[src/rtl/bpsk_defs_pkg.sv]
// bpsk_defs: frame constants and state encodings shared by the BPSK transmitter and receiver.
package bpsk_defs;
    localparam logic [15:0] SYNC_WORD_DEF = 16'hEB90;
    localparam logic [7:0] LEN_ADDR = 8'd0;
    localparam logic [7:0] PAY_BASE = 8'd1;
    typedef enum logic [1:0] {HUNT, LEN, PAYLOAD, DONE} state_t;
endpackage

[src/rtl/bpsk_sync_detect.sv]
// bpsk_sync_detect: MSB-first sync-word hunter with a fill counter so stale register
// contents can never produce a match right after a clear.
module bpsk_sync_detect #(
    parameter int SYNC_W = 16,
    parameter logic [SYNC_W-1:0] SYNC_WORD = SYNC_W'(16'hEB90)
) (
    input  logic clk,
    input  logic rst,
    input  logic clear,
    input  logic bit_valid,
    input  logic bit_in,
    output logic sync_hit
);
    localparam int FW = $clog2(SYNC_W + 1);
    localparam logic [FW-1:0] FILL_MAX = FW'(SYNC_W);
    localparam logic [FW-1:0] FILL_HIT = FW'(SYNC_W - 1);
    logic [SYNC_W-1:0] sr;
    logic [SYNC_W-1:0] nxt;
    logic [FW-1:0] fill;
    assign nxt = {sr[SYNC_W-2:0], bit_in};
    // fill counts bits before this one, so the current bit completes the window
    assign sync_hit = bit_valid && !clear && nxt == SYNC_WORD && fill >= FILL_HIT;
    always_ff @(posedge clk) begin
        if (rst || clear) begin
            sr <= '0;
            fill <= '0;
        end else if (bit_valid) begin
            sr <= nxt;
            fill <= fill == FILL_MAX ? fill : fill + FW'(1);
        end
    end
endmodule

[src/rtl/bpsk_rx_framer.sv]
// bpsk_rx_framer: sync hunt, length/payload deserializer and RAM writer for received BPSK frames.
module bpsk_rx_framer
    import bpsk_defs::*;
#(
    parameter int SYNC_W = 16,
    parameter logic [SYNC_W-1:0] SYNC_WORD = SYNC_W'(SYNC_WORD_DEF),
    parameter int ADDR_W = 8,
    parameter int TIMEOUT_CYC = 4096
) (
    input  logic              clk,
    input  logic              rst,
    input  logic              bit_valid,
    input  logic              bit_in,
    output logic              ram_clk,
    output logic              ram_en,
    output logic              ram_we,
    output logic [ADDR_W-1:0] ram_addr,
    output logic [7:0]        ram_wr_data,
    output logic              ram_rst,
    output logic              busy,
    output logic              frame_done,
    output logic [7:0]        frame_len,
    output logic              frame_err
);
    localparam int IW = $clog2(TIMEOUT_CYC + 1);
    localparam logic [IW-1:0] IDLE_MAX = IW'(TIMEOUT_CYC);
    state_t state;
    logic [2:0] bit_cnt;
    logic [6:0] sh;
    logic [7:0] len, idx, byte_val;
    logic [IW-1:0] idle;
    logic wr, sync_hit, byte_done;
    bpsk_sync_detect #(.SYNC_W(SYNC_W), .SYNC_WORD(SYNC_WORD)) u_sync (
        .clk(clk),
        .rst(rst),
        .clear(state != HUNT),
        .bit_valid(bit_valid),
        .bit_in(bit_in),
        .sync_hit(sync_hit)
    );
    assign byte_val = {sh, bit_in};
    assign byte_done = bit_valid && bit_cnt == 3'd7;
    assign ram_clk = clk;
    assign ram_rst = 1'b0;
    assign ram_en = wr;
    assign ram_we = wr;
    assign busy = state != HUNT;
    always_ff @(posedge clk) begin
        if (rst) begin
            state <= HUNT;
            bit_cnt <= '0;
            sh <= '0;
            len <= '0;
            idx <= '0;
            idle <= '0;
            wr <= 1'b0;
            ram_addr <= '0;
            ram_wr_data <= '0;
            frame_done <= 1'b0;
            frame_err <= 1'b0;
            frame_len <= '0;
        end else begin
            wr <= 1'b0;
            frame_done <= 1'b0;
            frame_err <= 1'b0;
            case (state)
                HUNT: if (sync_hit) begin
                    state <= LEN;
                    bit_cnt <= '0;
                    idle <= '0;
                end
                LEN, PAYLOAD: if (bit_valid) begin
                    idle <= '0;
                    bit_cnt <= bit_cnt + 3'd1;
                    sh <= byte_val[6:0];
                    if (byte_done && state == LEN) begin
                        if (byte_val == 8'd0) begin
                            frame_err <= 1'b1;
                            state <= HUNT;
                        end else begin
                            wr <= 1'b1;
                            ram_addr <= ADDR_W'(LEN_ADDR);
                            ram_wr_data <= byte_val;
                            len <= byte_val;
                            idx <= '0;
                            state <= PAYLOAD;
                        end
                    end else if (byte_done) begin
                        wr <= 1'b1;
                        ram_addr <= ADDR_W'(idx + PAY_BASE);
                        ram_wr_data <= byte_val;
                        idx <= idx + 8'd1;
                        if (idx == len - 8'd1) state <= DONE;
                    end
                end else if (idle == IDLE_MAX) begin
                    frame_err <= 1'b1;
                    state <= HUNT;
                end else begin
                    idle <= idle + IW'(1);
                end
                DONE: begin
                    frame_done <= 1'b1;
                    frame_len <= len;
                    state <= HUNT;
                end
                default: state <= HUNT;
            endcase
        end
    end
endmodule
[config.mk]
export PLATFORM = sky130hd
export DESIGN_NAME = bpsk_rx_framer
export DESIGN_NICKNAME = d
export VERILOG_FILES = /design/src/rtl/bpsk_defs_pkg.sv /design/src/rtl/bpsk_sync_detect.sv /design/src/rtl/bpsk_rx_framer.sv
export SDC_FILE = /design/constraint.sdc
export NUM_CORES = 1
export LEC_CHECK = 0
export ABC_AREA = 1
export CORE_AREA = 2 2 96 98
export DETAILED_ROUTE_END_ITERATION = 8
export DIE_AREA = 0 0 98 100
export HOLD_SLACK_MARGIN = 0.15
export MAX_ROUTING_LAYER = met4
export SLEW_MARGIN = 15
export SYNTH_ARGS = -nofsm -noshare
export SYNTH_HDL_FRONTEND = slang
export SYNTH_SLANG_ARGS = --single-unit
[constraint.sdc]
create_clock -name clk -period 2.2 [get_ports clk]
set_clock_uncertainty 0.2 [all_clocks]
set_input_delay 0.33 -clock clk [delete_from_list [all_inputs] [get_ports clk]]
set_output_delay 0.33 -clock clk [all_outputs]
set_load 0.01 [all_outputs]
==> results.md, run 1 <==
* DR top layer: met4
* Min setup slack post-route at 0.0745 ns
* I/O pin total at 35
* Avg Cell Area, Syn at 7.01 um^2
* Total GRT Usage at 0.211
* Antenna diode count at 0
* DRC at 0
* Xor-xnor portion of the synthesized cell area at 0.0181
* Clock tree from TritonCTS: yes
* # nets final at 627
* Die width at 98 um
* Detail Route Antenna Nets at 0
* Adder-cell share of the synthesized area at 0.0388
* Final-report setup violation count at 0
* Hold_sp: u_sync.sr[14]$_SDFFE_PP0P_
* HP Class: reg -> reg
* Max incr delay on CP at 0.27 ns
* Hold Path Depth at 2
* Hold Vio Cnt, Final at 0
* Chip Height at 100 um
* Synth-to-Final Area Change at 25.7%
* Dominant combinational cell family by area after synthesis: simple AND/OR/NAND/NOR gates
* Core area at 0.00889 mm^2
* FF-to-FF Start: u_sync.fill[0]$_SDFFE_PP0P_
* Share of layout cells above drive strength 1 at 0.115
* Pin count of the biggest net entering global routing at 36
* MaxCap Viol Count at 0
* Min Hold Slack at 0.256 ns
* Die area at 0.00980 mm^2
* DR iter-0 viols at 174
* CTS clk-pin slew, worst paths at 0.09 ns
* Vias in the first global route at 3423
* Pins Over Slew Limit at 0
* Met3 wire length at 358 um
* Distinct cell type count after synthesis at 30
* Worst path cell trace: clkbuf_8 > clkbuf_8 > dlygate4sd2_1
* Final WL at 9470 um
* Synth top area share at 0.414
* Mapped Cells at 552
* Worst setup SP type: clock port
* Synth warnings at 0
* VDD IR max at 0.489 mV
* Power Total at 4.27 mW
* F_max at 470 MHz
* Initial Util at 0.435
* Met2 wire len at 4710 um
* Final TNS setup at 0 ns
* Simple-gate share of the synthesized area at 0.278
* Fill cells at 904
* Sequential-to-total area share from yosys stat at 0.414
* Vias per Instance at 5.07
* Via count at 3688
* DP HPWL at 7090 um
* PD cells at 880 mW/mm^2
* Worst Setup SP: clk
* Status: complete, no violations
* Levels on crit path at 3
* First-pass GRT wire length at 15800 um
* Reg2Reg Depth at 13
* Cell family with most CP delay: buffers and inverters
* Worst-path maximum fanout at 2
* Number of antenna violations at the first check in global routing at 0
* Placement Setup Slack at -0.103 ns
* Met1 Wirelength at 4220 um
* Largest cells by area after synthesis: dfxtp_1 41%, nand2_1 9.1%, o21ai_0 7.5%
* IO Port Bufs at 33
* Critical path class: clk -> out
* CTS Hold Buffers Added at 0
* DRT Pass-1 Iters at 5
* RePlAce Congestion at 0.898
* CP Data Arrival Time at 1.60 ns
* FP Rows at 35
* Fin crit period at 2.13 ns
* Post-synthesis compound-gate area fraction at 0.154
* Mux contribution to synthesized area at 0
* RSZ-0062 raised after global routing: true
* Post-Syn Nets at 568
* Largest area contributor in the netlist: dfxtp_1
* Mapped Area at 0.00387 mm^2
* Fin util at 0.547
* Leakage power total at 1.95 nW
* Top cell by count, worst path: clkbuf_8
* Worst hold endpoint: u_sync.sr[14]$_SDFFE_PP0P_
* Endpoint of the worst register-to-register path: idle[8]$_SDFFE_PP0P_
* Tcrit/Tclk final at 0.966
* Flop-to-flop setup slack at 0.17 ns
* Number of buffers and inverters on the critical path at 3
* Worst-skew pair later-pin latency at 0.47 ns
* Worst Path Required at 1.67 ns
* Seq cells post-synth at 80
* GRT Residual Overflow at 0
* Critical Path End Type: output port
* Slowest stage cell, crit path: dlygate4sd2_1
* WL per Instance at 13.0 um
[synthesized netlist by cell type, drive strengths merged]
cell type  instances
a211oi             2
a21oi             55
a31oi              1
and2               2
buf               11
clkbuf            13
conb               1
dfxtp             80
ha                12
inv               68
nand2             96
nand3             43
nand3b             2
nand4             20
nor2              62
nor3              11
nor4               1
o211ai             1
o21ai             58
or2                5
xnor2              2
xor2               6
[logic make-up (layout without fill, tap and decap cells)]
family,after synthesis,in the layout
AOI/OAI and AO/OA,117,117
xor gates and xnor gates,8,8
adders and majority gates,12,12
buffers and inverters,92,156
DFF,80,80
other,1,1
and+or+nand+nor,242,242
[placed cells by master (no fill, tap or decap), types with 6 or more instances in the layout]
master,instances
a21oi_1,55
buf_4,33
clkbuf_8,12
clkdlybuf4s50_1,31
dfxtp_1,79
ha_1,11
inv_1,67
nand2_1,94
nand3_1,41
nand4_1,20
nor2_1,60
nor3_1,9
o21ai_0,57
xor2_1,6
[worst max-delay path by stage]
stage | to | slack, ns
2_1_floorplan | idle[12]$_SDFFE_PP0P_ | 0.24
3_3_place_gp | idx[5]$_SDFFE_PP0P_ | -0.05
3_5_place_dp | idx[5]$_SDFFE_PP0P_ | -0.10
4_1_cts | idle[8]$_SDFFE_PP0P_ | 0.002
5_1_grt | idle[7]$_SDFFE_PP0P_ | -0.05
6_report | ram_clk | 0.07
[per-stage QoR]
stage / area (um^2) / std cells
floorplan: 3870 / 552
global placement: 4510 / 706
detailed placement: 4510 / 706
CTS: 4820 / 725
global route: 4860 / 727
finish: 4860 / 727
[layout make-up]
type | count | area, um^2 | area share
Inverter | 68 | 255 | 0.0525
Tap cell | 111 | 139 | 0.0286
Timing Repair Buffer | 68 | 627 | 0.129
Clock inverter | 7 | 149 | 0.0306
Multi-Input combinational cell | 380 | 1910 | 0.394
Clock buffer | 13 | 174 | 0.0358
Sequential cell | 80 | 1600 | 0.330
[routing by layer]
| metal | vias up | track usage |
|---|---|---|
| li1 | 1928 | - |
| met1 | 1669 | 0.239 |
| met2 | 75 | 0.354 |
| met3 | 16 | 0.0487 |
| met4 | 0 | 0.0983 |
| met5 | - | - |
[where the power goes]
group | leakage (nW) | switching (mW) | internal [mW]
logic | 1.14 | 0.538 | 0.411
registers | 0.648 | 0.0824 | 1.59
clock network | 0.163 | 0.633 | 1.02
total | 1.95 | 1.25 | 3.02
[flip-flops by register name, summed over array words and instances (netlist names), 2 cells and up]
register     cells
bit_cnt          3
frame_len        8
idle            13
idx              8
len              8
ram_wr_data      8
sh               7
state            2
u_sync.fill      5
u_sync.sr       15
[timing repair]
action,CTS,global route
pin swaps,0,2
setup buffers,0,2
gates resized for setup,3,7
endpoints found under the setup margin,2,18
[worst register-to-register path: stages (launching register included)]
cell     delay [ns]
dfxtp_1        0.34
ha_2           0.19
inv_1          0.05
nor3_2         0.11
ha_1           0.16
nor2_1         0.04
nand2_1        0.07
nand3_1        0.09
nand2_2        0.13
nand3_4        0.13
buf_12         0.18
o21ai_0        0.14
nand2_1        0.06
nor2_1         0.08
(Power assumes the default switching activity.)
==> run 2, diff against run 1 <==
Settings changed: RECOVER_POWER from default to 25.
==> run 2 against run 1 <==
  * Critical path type is now reg -> out
  * Largest power group unchanged
  * Non-clock buffer count unchanged
  * Clock power about the same
  * Global-route usage unchanged
  * First-iteration DRC count decreased by 0.57%
  * Critical endpoint is now ram_addr[4]
  * Cell count unchanged
  * Combinational power decreased by 0.6%
==> results.md, run 2 (synthesis results as in run 1) <==
* Status: complete, no violations
* Antenna diode count at 0 (unchanged)
* Commonest non-fill, non-tap cells in the layout: 94 x nand2_1, 79 x dfxtp_1, 68 x inv_1, 60 x nor2_1, 57 x o21ai_0
* Worst Path Required at 1.67 ns (about the same)
* # nets final at 627 (unchanged)
* Met2 Use GR at 0.354 (unchanged)
* Worst-skew pair later-pin latency at 0.47 ns (about the same)
* Synth-to-Final Area Change at 25.5%
* Switching Fraction at 0.293 (about the same)
* Finished Layout Cells at 727 (unchanged)
* DRT Pass-1 Iters at 5 (unchanged)
* Most flop-heavy register: u_sync.sr
* Total net switching power at 1.25 mW (-0.11%)
* Pin count of the biggest net entering global routing at 36 (unchanged)
* RePlAce Congestion at 0.898 (unchanged)
* Max incr delay on CP at 0.61 ns (+0.34 ns)
* WL per Instance at 13.0 um (about the same)
* Critical Path End Type: output port
* GRT Residual Overflow at 0 (unchanged)
* Die area at 0.00980 mm^2 (unchanged)
* RSZ-0062 raised after global routing: true
* Leakage power total at 1.95 nW (-0.28%)
* Slowest stage cell, crit path: clkdlybuf4s50_1
* FP Rows at 35 (unchanged)
* MaxCap Viol Count at 0 (unchanged)
* Number of antenna violations at the first check in global routing at 0 (unchanged)
* Slew HR at 0.626
* Number of buffers and inverters on the critical path at 1 (-2)
* CP Data Arrival Time at 1.60 ns (about the same)
* DRC at 0 (unchanged)
* Most common cell after layout, fill and taps aside: nand2_1
* Via count at 3690 (+0.054%)
* Int Pwr at 3.02 mW (-0.17%)
* CTS clk-pin slew, worst paths at 0.09 ns (about the same)
* Top Registers: u_sync.sr (15), idle (13)
* Worst setup SP type: flop
* Worst-path maximum fanout at 9 (+7)
* VDD IR max at 0.489 mV (about the same)
* Clock power frac at 0.387 (about the same)
* Tcrit/Tclk final at 0.967 (about the same)
* Slew @ Worst Pin at 0.561 ns
* Pins Over Slew Limit at 0 (unchanged)
* First-pass GRT wire length at 15800 um (unchanged)
* Clock tree from TritonCTS: yes
* Worst path cell trace: clkdlybuf4s50_1
* Die width at 98 um (unchanged)
* I/O pin total at 35 (unchanged)
* Power Total at 4.27 mW (-0.15%)
* Final-report setup violation count at 0 (unchanged)
* F_max at 470 MHz (about the same)
* DP HPWL at 7090 um (unchanged)
* Fin util at 0.546 (-0.000844)
* Vias in the first global route at 3423 (unchanged)
* Dpl cells at 706 (unchanged)
* Core area at 0.00889 mm^2 (unchanged)
* HP Class: reg -> reg
* GR peak layer: met2
* Hold Vio Cnt, Final at 0 (unchanged)
* IO Port Bufs at 33 (unchanged)
* Total GRT Usage at 0.211 (unchanged)
* Final TNS setup at 0 ns (unchanged)
* Chip Height at 100 um (unchanged)
* Share of layout cells above drive strength 1 at 0.110 (-0.00487)
* M1 GR Usage at 0.239 (unchanged)
* Final WL at 9470 um (about the same)
* Reg power frac at 0.392 (about the same)
* Max reg flops at 15 (unchanged)
* Fin crit period at 2.13 ns (+0.00179 ns)
* DR iter-0 viols at 173 (-0.57%)
* Met3 usage at 0.0487 (unchanged)
* Vias per Instance at 5.08 (about the same)
* Critical path class: reg -> out
* Initial Util at 0.435 (unchanged)
* Cell family with most CP delay: buffers and inverters
* Gate power share at 0.221 (about the same)
* Detail Route Antenna Nets at 0 (unchanged)
* PD cells at 880 mW/mm^2 (about the same)
run 2: cell count changes in the layout (fill, tap and decap cells not counted), sizes merged:
cell	previous run	this run
clkbuf	12	14
buf	36	34
run 2: metrics by stage:
stage	hold slack (ns)	cell area [um^2]	setup WS (ns)
final	0.257	4850	0.0727
after global routing	0.287	4850	-0.0458
after floorplan	0.222	3870	0.243
after detailed placement	0.247	4510	-0.103
after global placement	0.244	4510	-0.0495
after CTS	0.260	4820	0.00223
run 2: what timing repair did:
action                                  in CTS  in global routing
setup buffers                                0                  2
cloned                                       0                  0
pin swaps                                    0                  2
endpoints found under the hold margin        0                  0
resized for setup                            3                  7
hold buffers                                 0                  0
endpoints found under the setup margin       2                 18
run 2: final timing paths:
path              depth (start not counted)                         from  slack, ns                         end
setup reg to reg                         13  u_sync.fill[0]$_SDFFE_PP0P_       0.17        idle[8]$_SDFFE_PP0P_
setup / recovery                          1          idx[4]$_SDFFE_PP0P_       0.07                 ram_addr[4]
hold / removal                            2   u_sync.sr[14]$_SDFFE_PP0P_       0.26  u_sync.sr[14]$_SDFFE_PP0P_
hold reg to reg                           2   u_sync.sr[14]$_SDFFE_PP0P_       0.26  u_sync.sr[14]$_SDFFE_PP0P_
run 2: per-layer routing:
| layer | vias up | wire length [um] |
|---|---|---|
| met5 | - | 0 |
| met4 | 0 | 186 |
| met3 | 16 | 358 |
| met2 | 73 | 4710 |
| met1 | 1673 | 4220 |
| li1 | 1928 | - |
run 2: final cells by class:
class	count	area, um^2
fill	907	4040
inverter	68	255
timing repair buffer	68	619
multi-input combinational	380	1910
tap	111	139
sequential	80	1600
clock buffer	13	174
clock inverter	7	149
run 2: worst register-to-register path: cells and delay by family, from the launching register on:
family	cells	cell delay [ns]
and+or+nand+nor	8	0.71
adders and majority gates	2	0.35
DFF	1	0.34
buffers and inverters	2	0.22
AOI/OAI and AO/OA	1	0.14
run 2: power by group through the flow:
| stage | registers (mW) | clock network (mW) | logic (mW) |
|---|---|---|---|
| 3_5_place_dp | 1.71 | 0.0462 | 0.923 |
| 6_report | 1.67 | 1.65 | 0.942 |
| 4_1_cts | 1.67 | 1.70 | 0.926 |
| 5_1_grt | 1.69 | 1.76 | 1.07 |
| 3_3_place_gp | 1.70 | 0.0462 | 0.906 |
| 2_1_floorplan | 1.70 | 0.0375 | 0.525 |
==> run 3, diff against run 2 <==
Settings changed: CAP_MARGIN from default to 15.
==> results of run 3 <==
No change in the layout: final DEF, timing and power equal those of run 2.
